--- src/rtl/key_pkg.sv ---
// key_pkg: shared constants, event type and helpers for the key event queue
package key_pkg;
   localparam int FIFO_DEPTH = 4;
   localparam int KEY_IDX_W = 3;
   localparam int STABLE_CNT = 4;
   localparam int PTR_W = $clog2(FIFO_DEPTH);
   typedef enum logic {EV_PRESS = 1'b0, EV_RELEASE = 1'b1} ev_type_t;
   typedef struct packed {
      ev_type_t typ;
      logic [KEY_IDX_W-1:0] idx;
   } ev_entry_t;
   function automatic logic [KEY_IDX_W-1:0] lowest_idx(input logic [7:0] v);
      lowest_idx = '0;
      for (int i = 7; i >= 0; i--) if (v[i]) lowest_idx = KEY_IDX_W'(i);
   endfunction
   function automatic logic multi_hot(input logic [7:0] v);
      return (v & (v - 8'd1)) != 8'd0;
   endfunction
endpackage

--- src/rtl/key_debounce.sv ---
// key_debounce: 2-FF synchroniser, tick-sampled stability counter and edge outputs for one key
module key_debounce
   import key_pkg::*;
(
   input  logic clk,
   input  logic rst,
   input  logic tick,
   input  logic raw,
   output logic rise,
   output logic fall
);
   localparam int RUN_W = $clog2(STABLE_CNT);
   localparam logic [RUN_W-1:0] RUN_MAX = RUN_W'(STABLE_CNT - 1);
   logic s1, s2, level, level_d;
   logic [RUN_W-1:0] run;
   // level flips only after STABLE_CNT consecutive differing tick samples
   always_ff @(posedge clk or posedge rst)
      if (rst) begin
         s1 <= 1'b0;
         s2 <= 1'b0;
         level <= 1'b0;
         level_d <= 1'b0;
         run <= '0;
      end else begin
         s1 <= raw;
         s2 <= s1;
         level_d <= level;
         if (tick) begin
            if (s2 == level) run <= '0;
            else if (run == RUN_MAX) begin
               run <= '0;
               level <= ~level;
            end else run <= run + 1'b1;
         end
      end
   assign rise = level & ~level_d;
   assign fall = ~level & level_d;
endmodule

--- src/rtl/tt_um_key_jellyant.sv ---
// tt_um_key_jellyant: debounced 8-key event queue; release events enabled by macro KEY_RELEASE_EN
module tt_um_key_jellyant
   import key_pkg::*;
#(
   parameter int DEBOUNCE_DIV = 1000
) (
   input  logic       clk,
   input  logic       rst,
   input  logic       ena,
   input  logic [7:0] ui_in,
   output logic [7:0] uo_out,
   input  logic [7:0] uio_in,
   output logic [7:0] uio_out,
   output logic [7:0] uio_oe
);
   localparam logic [15:0] PC_MAX = 16'(DEBOUNCE_DIV - 1);
   logic [15:0] pc;
   logic tick;
   logic [7:0] rise, fall, ev;
   logic p_s1, p_s2, p_d, c_s1, c_s2;
   logic [3:0] mem [FIFO_DEPTH];
   logic [3:0] head;
   logic [PTR_W:0] wp, rp;
   logic empty, full, pop, push_req, push, set_ovf, ovf;
   logic [7:0] presses;
   ev_entry_t ent;
   logic unused;
   assign tick = pc == PC_MAX;
   // free-running sample prescaler
   always_ff @(posedge clk or posedge rst)
      if (rst) pc <= '0;
      else pc <= tick ? '0 : pc + 16'd1;
   for (genvar k = 0; k < 8; k++) begin : g_db
      key_debounce u_db (
         .clk (clk),
         .rst (rst),
         .tick(tick),
         .raw (ui_in[k]),
         .rise(rise[k]),
         .fall(fall[k])
      );
   end
`ifdef KEY_RELEASE_EN
   assign ev = rise | fall;
   assign ent = |rise ? ev_entry_t'{typ: EV_PRESS, idx: lowest_idx(rise)}
                      : ev_entry_t'{typ: EV_RELEASE, idx: lowest_idx(fall)};
   assign uo_out = {~empty, ovf, 2'b00, empty ? 4'h0 : head};
`else
   assign ev = rise;
   assign ent = ev_entry_t'{typ: EV_PRESS, idx: lowest_idx(rise)};
   assign uo_out = {~empty, ovf, 3'b000, empty ? 3'h0 : head[2:0]};
`endif
   assign head = mem[rp[PTR_W-1:0]];
   assign empty = wp == rp;
   assign full = (wp[PTR_W] != rp[PTR_W]) && (wp[PTR_W-1:0] == rp[PTR_W-1:0]);
   assign pop = p_s2 & ~p_d & ~empty;
   assign push_req = |ev;
   assign push = push_req & (~full | pop);
   assign set_ovf = multi_hot(ev) | (push_req & full & ~pop);
   // pointers, control synchronisers, sticky overflow and press counter
   always_ff @(posedge clk or posedge rst)
      if (rst) begin
         wp <= '0;
         rp <= '0;
         p_s1 <= 1'b0;
         p_s2 <= 1'b0;
         p_d <= 1'b0;
         c_s1 <= 1'b0;
         c_s2 <= 1'b0;
         ovf <= 1'b0;
         presses <= '0;
      end else begin
         p_s1 <= uio_in[0];
         p_s2 <= p_s1;
         p_d <= p_s2;
         c_s1 <= uio_in[1];
         c_s2 <= c_s1;
         ovf <= set_ovf | (ovf & ~c_s2);
         if (push) wp <= wp + 1'b1;
         if (pop) rp <= rp + 1'b1;
         if (push && ent.typ == EV_PRESS) presses <= presses + 8'd1;
      end
   // queue storage needs no reset: pointers define validity
   always_ff @(posedge clk)
      if (push) mem[wp[PTR_W-1:0]] <= ent;
   assign uio_out = {presses[3:0], 4'h0};
   assign uio_oe = 8'hF0;
   assign unused = &{1'b0, ena, uio_in[7:2], presses[7:4], fall, head[3]};
endmodule

--- config.mk ---
export PLATFORM = sky130hd
export DESIGN_NAME = tt_um_key_jellyant
export DESIGN_NICKNAME = d
export VERILOG_FILES = /design/src/rtl/key_pkg.sv /design/src/rtl/key_debounce.sv /design/src/rtl/tt_um_key_jellyant.sv
export SDC_FILE = /design/constraint.sdc
export NUM_CORES = 1
export LEC_CHECK = 0
export ABC_AREA = 1
export CAP_MARGIN = 30
export CORE_MARGIN = 2
export CORE_UTILIZATION = 30
export CTS_BUF_LIST = sky130_fd_sc_hd__clkbuf_4
export CTS_CLUSTER_SIZE = 20
export DETAILED_ROUTE_END_ITERATION = 16
export GPL_TIMING_DRIVEN = 0
export SLEW_MARGIN = 5
export SYNTH_ARGS = -nofsm -noshare
export SYNTH_HDL_FRONTEND = slang
export SYNTH_HIERARCHICAL = 1
export SYNTH_SLANG_ARGS = --single-unit
export TNS_END_PERCENT = 50
--- constraint.sdc ---
create_clock -name clk -period 3 [get_ports clk]
set_clock_uncertainty 0.1 [all_clocks]
set_input_delay 0.3 -clock clk [delete_from_list [all_inputs] [get_ports clk]]
set_output_delay 0.3 -clock clk [all_outputs]
set_load 0.01 [all_outputs]
# Yosys cells after proc, flatten, opt, wreduce, memory -nomap -nowiden
# Memory sizes are Yosys's and may differ from the RTL's.
# Cells that the tools add are included.
# totals
reg_bits,84
ram_bits,12
elab_cells,170
memories,1
# op_classes
add_sub_neg,13
n_eq_ne,20
muxes,28
bitwise_logic,47
reduce_logical,11
# mem_list
memory,depth,width,read_ports,rd_clocked_by_memory_dff,wr,line_no,rtl
mem,4,3,1,0,1,tt_um_key_jellyant.sv:21,logic [3:0] mem [FIFO_DEPTH];
# op_table
cell,count
2-bit 2-to-1 mux,16
1-bit inverter,29
3-bit 2-to-1 mux,9
3-bit AND reduction,8
16-bit by 1-bit adder with 16-bit output (second input constant),1
2-bit by 1-bit adder with 2-bit output (second input constant),8
16-bit by 10-bit == test with 1-bit output (second input constant),1
2-bit == test (second input constant),8
16-bit 2-to-1 mux,1
1-bit bitwise AND,14
8-bit by 1-bit adder with 8-bit output (second input constant),1
8-bit bitwise AND,1
1-bit == test,8
8-bit nonzero test,1
8-bit OR reduction,1
8-bit by 1-bit subtractor with 8-bit output (second input constant),1
3-bit by 1-bit adder with 3-bit output (second input constant),2
3-bit == test,1
1-bit OR,3
2-bit == test,1
1-bit 2-to-1 mux,2
1-bit logical AND,1
1-bit != test,1

# Depth between registers and ports, before layout
# Gate-level depths: netlist of the first run.
# depth
depth_word,10
mapped_depth,10
mapped_depth_nobuf,9

# Hierarchy
# The synthesis of the first run kept the hierarchy.
# modules_own_cells
module,instances,cells_per_inst,area_per_inst_um2,seq_area_each_um2
tt_um_key_jellyant,1,311,2491.1,1161.1
key_debounce,8,32,257.7,150.1

# Worst setup path before layout of the first run
# OpenSTA, ideal clock, no wires.
# synth_path
kind,register to register
startpoint,register pc[0]
endpoint,register g_db[0].u_db.level
setup_ns,0.118
arrival_time_ns,2.210
required_time_ns,2.782
setup_slack_ns,0.572
stages_incl_launch_ff,9
path_buffers,0
synth_period_minus_slack_ns,2.428
path_cell_list,dfrtp_1 > ha_1 > inv_1 > nor3_1 > nand4_1 > nor2_1 > nand2_1 > o21ai_1 > inv_1
# synth_between
elab_chain_len,2
# synth_rtl
item,line_no,rtl
start: declaration,tt_um_key_jellyant.sv:17,logic [15:0] pc;
start signal: assignment,tt_um_key_jellyant.sv:32,else pc <= tick ? '0 : pc + 16'd1;
16-bit by 10-bit == test with 1-bit output,tt_um_key_jellyant.sv:28,assign tick = pc == PC_MAX;
net tick,tt_um_key_jellyant.sv:18,logic tick;
3-bit AND reduction (no line),-,
end signal: assignment,key_debounce.sv:32,level <= ~level;
end: declaration,key_debounce.sv:14,"logic s1, s2, level, level_d;"
# The timed path passes the listed nets, and every way through them passes these cells.
# A chain may end at the register's enable or synchronous reset.

# Worst setup path after layout of the first run
# layout_path
startpoint,register rp[0]
endpoint,output port uo_out[1]
# layout_between
elab_chain_len,2
word_cells_on_any_way,3
# layout_rtl
item,line_no,rtl
start: declaration,tt_um_key_jellyant.sv:23,"logic [PTR_W:0] wp, rp;"
start signal: assignment,tt_um_key_jellyant.sv:80,if (pop) rp <= rp + 1'b1;
memory read 4 x 3 bit / 3-bit == test (equally long branches),-,
3-bit 2-to-1 mux (*),tt_um_key_jellyant.sv:51,"assign uo_out = {~empty, ovf, 3'b000, empty ? 3'h0 : head[2:0]};"
end: declaration,tt_um_key_jellyant.sv:11,"output logic [7:0] uo_out,"
# Mark *: on every way between the ends. The rest lies on a longest branch, timed or not.

==> metrics.md, run 1 <==
| Metric | Value |
|---|---|
| Die width | roughly 130 um |
| IO buf count | 20 |
| Largest net degree at the start of global routing | 25 |
| Fin crit share | slightly above 80% |
| Post-DR wirelength/cell | approximately 10 um |
| PwrDens | between 400 and 500 nW/um^2 |
| Crit Path Max Fanout | 9 |
| DP Area | 5030 um^2 |
| Outcome | finished, final reports clean |
| Hold Path Class | in2reg |
| Worst-path cell chain | buf_6, inv_4, nand2_1, nand2_2, nor2_4, nand2_2, nand2_1, inv_1, clkdlybuf4s50_1 |
| First-pass GRT wire length | roughly 15,000 um |
| Crit-path max cell delay | 530 ps |
| Worst slew pin tran | approximately 770 ps |
| Fin area | approximately 5200 um^2 |
| RSZ-0062 raised after global routing | no |
| GR Util All Layers | between 10% and 20% |
| CTS tree | yes |
| Synthesis-to-finish area growth | 15.4% |
| Total CTS buffers | 9 |
| # H-tree levels | 3 |
| Antenna Nets Post-Route | 0 |
| Static leakage | between 2 and 3 nW |
| Fill count | 1,488 |
| Fmax | between 400 and 500 MHz |
| Syn Area/Cell | 8.15 um^2 |
| Share of layout cells above drive strength 1 | about a tenth |
| Dpl hpwl | roughly 6300 um |
| Max-Slew Margin vs Limit | slightly below 50% |
| Synthesized instance count | between 500 and 600 |
| Post-route minimum period | 2490 ps |
| Grt total ovfl | 0 |
| Final Hold Viols | 0 |
| Nature of the critical path endpoint | output port |
| Post_cts resized | 0 |
| Post-CTS setup repair buffer count | 0 |
| Die ar. | 16,000 um^2 |
| Syn. warnings | 6 |
| WP data arrival | around 2100 ps |
| Pre-antenna DRT Iters | 4 |
| GPL Wtd Cong | around 0.87 |
| CP Class | reg2out |
| Clk buf depth | 2 |
| Worst path required time | between 2000 and 3000 ps |
| Final setup violation count | 0 |
| Starting density of the core | 30.8% |
| Max-Cap Viols | 0 |
| Vias in the first global route | between 3k and 4k |
| Top-Level Pins | between 40 and 50 |
| Clk slew on worst S/H paths | between 150 and 200 ps |
| Vias post-DR | 3,337 |
| VDD IR-drop max | ~0.18 mV |
| Core area | around 15,000 um^2 |
| DR vias/cell | around 4.2 |
| Die span in y | between 100 and 150 um |
| Max Transition Viols Final | 0 |
| Critical path's slowest cell | clkdlybuf4s50_1 |
| Initial antenna violation count | 1 |
| Clock sinks | between 90 and 100 |
| # DRC | 0 |
| Synthesized area | roughly 4500 um^2 |
| Clock root cell | clkbuf_4 |
| Number of DRC markers in iteration 0 | roughly 180 |
| Setup TNS | 0 ps |
| # rows | between 40 and 50 |
| Cts hold-fix bufs | 0 |
| Critical Path Source Type | register |
| Final nets | about 630 |
| Clock latency on the worst-skew pair | around 450 ps |
| Final wirelength | 8240 um |
registers in the layout (all words and copies together), names as in the netlist:
signal	flops
mem	12
p_s2	1
g_db.u_db/level_d	8
rp	3
pc	16
ovf	1
g_db.u_db/level	8
c_s2	1
p_s1	1
g_db.u_db/s2	8
g_db.u_db/s1	8
presses	4
c_s1	1
wp	3
p_d	1
g_db.u_db/run	16
final timing paths:
kind / start / end / slack, ps / cells after the start
setup / recovery: rp[0]$_DFFE_PP0P_ / uo_out[1] / 510 / 9
hold / removal: ui_in[3] / g_db[3].u_db/s1$_DFF_PP0_ / 160 / 1
setup reg to reg: pc[0]$_DFF_PP0_ / g_db[6].u_db/level$_DFFE_PP0P_ / 840 / 9
hold reg to reg: g_db[6].u_db/s1$_DFF_PP0_ / g_db[6].u_db/s2$_DFF_PP0_ / 260 / 0
max in group asynchronous: rst / presses[2]$_DFFE_PP0P_ / 1750 / 3
min in group asynchronous: rst / g_db[3].u_db/s2$_DFF_PP0_ / 260 / 2
where the power goes:
group | total [W] | internal (W) | leakage (nW) | switching [W]
Combinational | 0.0000762 | 0.0000327 | 1.60 | 0.0000436
Sequential | 0.00128 | 0.00127 | 1.14 | 0.00000635
Clock | 0.000720 | 0.000269 | 0.0815 | 0.000451
layout by cell type, fill, tap and decap left out, types with 2 or more instances in the layout:
| cell type | n |
|---|---|
| nand3b_1 | 2 |
| conb_1 | 15 |
| ha_1 | 15 |
| buf_16 | 2 |
| o21ai_0 | 9 |
| edfxtp_1 | 12 |
| buf_6 | 2 |
| o22ai_1 | 4 |
| inv_1 | 88 |
| dfrtp_1 | 80 |
| nor2_1 | 61 |
| nand3_1 | 25 |
| nand2_2 | 3 |
| inv_2 | 12 |
| clkbuf_4 | 9 |
| xor2_1 | 9 |
| o21ai_1 | 8 |
| nor3_1 | 3 |
| xnor2_1 | 2 |
| buf_4 | 16 |
| clkdlybuf4s50_1 | 20 |
| nand4_1 | 8 |
| nand2_4 | 2 |
| nand2_1 | 180 |
| nor2_2 | 3 |
worst max-delay path: cells and delay by family (launching register included):
kind | cells | cell delay (ps)
buffers and inverters | 4 | 810
and+or+nand+nor | 5 | 410
DFF | 1 | 420
area by class of cell:
type                    instances  area (um^2)  share of cell area (%)
multi-input cells             354         1660                    32.0
diodes                          1         2.50                  0.0483
flip-flops and latches         92         2360                    45.5
plain buffers                  18          143                    2.75
clock buffers                   9         67.6                    1.30
inverters                     100          378                    7.29
well taps                     184          230                    4.44
clock inverters                 7         86.3                    1.66
repair buffers                 22          255                    4.92
per-layer routing:
| layer | wire (um) | vias to the layer above | global-route usage (%) |
|---|---|---|---|
| met5 | 0 | - | 0 |
| met4 | 149 | 0 | 4.46 |
| met3 | 373 | 10 | 3.04 |
| met2 | 3940 | 71 | 18.9 |
| met1 | 3770 | 1524 | 13.5 |
| li1 | - | 1732 | - |
metrics by stage:
stage | hold slack, ps | total power, W | util [%] | setup slack (ps) | instances
detailed placement | 235 | 0.00138 | 34.5 | 839 | 770
floorplan | -9.04 | 0.00135 | - | 572 | 564
CTS | 124 | 0.00211 | 35.5 | 449 | 786
finish | 162 | 0.00208 | 35.5 | 509 | 787
global route | 121 | 0.00217 | 35.5 | 327 | 787
global placement | 233 | 0.00138 | 34.1 | -155 | 768
Power figures use the tool's default switching activity.
==> run 2, diff against run 1 <==
- clock period: 3 -> 2.58 ns (I/O delays scaled with it)
==> run 2 against run 1 <==
Net effect:
- register-to-register slack got worse by 420 ps
- worst hold slack got worse by 37 ps
- routed wire length decreased by 0.45%
- critical endpoint unchanged
- largest power group unchanged
- count of clock-buffer cells in the layout unchanged
- via count about the same
- flip-flop and latch count unchanged
- first-iteration DRC count increased by 2.7%
- critical path depth unchanged
- total power increased by 16%
- cell area increased by 0.12%
- highest routed layer unchanged
==> metrics.md, run 2 (synthesis results as in run 1) <==
| Metric | Value |
|---|---|
| Worst slew pin tran | 754 ps (-14.1 ps) |
| Clock root cell | clkbuf_4 |
| Outcome | finished, final reports clean |
| Vias in the first global route | 3,421 (unchanged) |
| PwrDens | 464 nW/um^2 (+16%) |
| Pre-antenna DRT Iters | 4 (unchanged) |
| Commonest cells after routing, fill and taps aside | 180 x nand2_1, 88 x inv_1, 79 x dfrtp_1, 61 x nor2_1, 25 x nand3_1 |
| Placed Cells | 770 (unchanged) |
| # H-tree levels | 3 (unchanged) |
| Crit Path Max Fanout | 9 (unchanged) |
| Hold Path Class | in2reg |
| RR Startpoint | pc[0]$_DFF_PP0_ |
| RSZ-0062 raised after global routing | no |
| Nature of the critical path endpoint | output port |
| Antenna Nets Post-Route | 0 (unchanged) |
| Dpl hpwl | 6270 um (unchanged) |
| Post-route minimum period | roughly 2400 ps |
| Initial antenna violation count | 1 (unchanged) |
| Critical path destination | uo_out[1] |
| Max-Slew Margin vs Limit | 49.7% (+0.94 points) |
| DR vias/cell | 4.24 (about the same) |
| Clk slew on worst S/H paths | 160 ps (about the same) |
| Grt total ovfl | 0 (unchanged) |
| Worst path required time | 2220 ps (-380 ps) |
| GPL Wtd Cong | 0.868 (unchanged) |
| Static leakage | 2.81 nW (about the same) |
| # DRC | 0 (unchanged) |
| Number of DRC markers in iteration 0 | 187 (+2.7%) |
| VDD IR-drop max | 0.207 mV (+16%) |
| Final Total Pwr | 0.00241 W (+16%) |
| Synthesis-to-finish area growth | 15.6% |
| Final Non-Filler Cells | 787 (unchanged) |
| Hold Slack | 125 ps (-37.5 ps) |
| Clk buf depth | 2 (unchanged) |
| Fin area | 5190 um^2 (+0.12%) |
| IO buf count | 20 (unchanged) |
| First-pass GRT wire length | 14,600 um (unchanged) |
| Post-DR wirelength/cell | 10.4 um (-0.45%) |
| Clock sinks | 92 (unchanged) |
| Share of layout cells above drive strength 1 | 9.80% (+0.17 points) |
| Cts hold-fix bufs | 0 (unchanged) |
| Die width | 126 um (unchanged) |
| Fin crit share | between 90 and 100% |
| Clock latency on the worst-skew pair | 450 ps (about the same) |
| FF-to-FF path depth | 9 (unchanged) |
| Top-Level Pins | 43 (unchanged) |
| Die ar. | 16,000 um^2 (unchanged) |
| RR Endpoint | g_db[6].u_db/level$_DFFE_PP0P_ |
| Final wirelength | 8200 um (-0.45%) |
| WP data arrival | 2040 ps (-50 ps) |
| GR Util All Layers | 11.2% (unchanged) |
| # rows | 44 (unchanged) |
| Critical Path Source Type | register |
| Total CTS buffers | 9 (unchanged) |
| Commonest non-fill, non-tap cell in the layout | nand2_1 |
| R2R setup slack | 420 ps (-420 ps) |
| Largest net degree at the start of global routing | 25 (unchanged) |
| Worst setup slack after placement | 419 ps (-420 ps) |
| Vias post-DR | 3,340 (+0.090%) |
| CTS tree | yes |
| Starting density of the core | 30.8% (unchanged) |
| CP startpoint | rp[0]$_DFFE_PP0P_ |
| Max-Cap Viols | 0 (unchanged) |
| Final setup violation count | 0 (unchanged) |
| CP Class | reg2out |
| Final Hold Viols | 0 (unchanged) |
| Final nets | 631 (unchanged) |
| Core area | 14,600 um^2 (unchanged) |
| Die span in y | 126 um (unchanged) |
| Max Transition Viols Final | 0 (unchanged) |
| DP Area | 5030 um^2 (unchanged) |
| Final Worst Setup Slack | 181 ps (-329 ps) |
| Fmax | ~420 MHz |
run 2: cell types whose count changed in the layout (fill, tap and decap cells not counted):
cell	previous run	this run
nand2_4	2	3
dfrtp_2	0	1
dfrtp_1	80	79
nand2_2	3	2
run 2: worst max-delay path: stages, from the launching register on:
cell	delay, ps
dfrtp_1	420
buf_6	150
inv_4	80
nand2_1	60
nand2_2	80
nor2_4	50
nand2_4	90
nand2_1	70
inv_1	50
clkdlybuf4s50_1	530
run 2: cell type report:
class	instances	area, um^2
multi-input combinational	354	1670
tap	184	230
clock buffer	9	67.6
clock inverter	7	86.3
buffer	18	143
fill	1488	9400
sequential	92	2360
inverter	100	378
timing repair buffer	22	255
antenna	1	2.50
run 2: worst min-delay path by stage:
stage / to / start / slack [ps] / depth (start not counted)
final: g_db[3].u_db/s1$_DFF_PP0_ / ui_in[3] / 130 / 1
after CTS: g_db[3].u_db/s1$_DFF_PP0_ / ui_in[3] / 80 / 1
after global placement: g_db[1].u_db/s2$_DFF_PP0_ / g_db[1].u_db/s1$_DFF_PP0_ / 230 / 0
after floorplan: g_db[0].u_db/level$_DFFE_PP0P_ / rst / -50 / 1
after detailed placement: g_db[6].u_db/s2$_DFF_PP0_ / g_db[6].u_db/s1$_DFF_PP0_ / 230 / 0
after global routing: g_db[3].u_db/s1$_DFF_PP0_ / ui_in[3] / 80 / 1
run 2: repair_timing:
action	CTS	global route
gates resized for setup	0	2
setup buffers	0	0
setup endpoints to repair	0	3
run 2: metrics by stage:
step	utilization, %	TNS [ps]
floorplan	-	0
global placement	34.1	-11460
detailed placement	34.5	0
CTS	35.5	0
global route	35.6	0
finish	35.6	0
run 2: layer usage:
metal	wire [um]	global-route usage, %	up-vias
met1	3760	13.5	1524
met4	148	4.46	0
met2	3900	18.9	74
met3	396	3.04	10
met5	0	0	-
li1	-	-	1732
run 2: power by group:
group          switching [W]   total, W  internal, W
registers         0.00000730    0.00149      0.00148
logic              0.0000505  0.0000885    0.0000380
clock network       0.000520   0.000833     0.000313
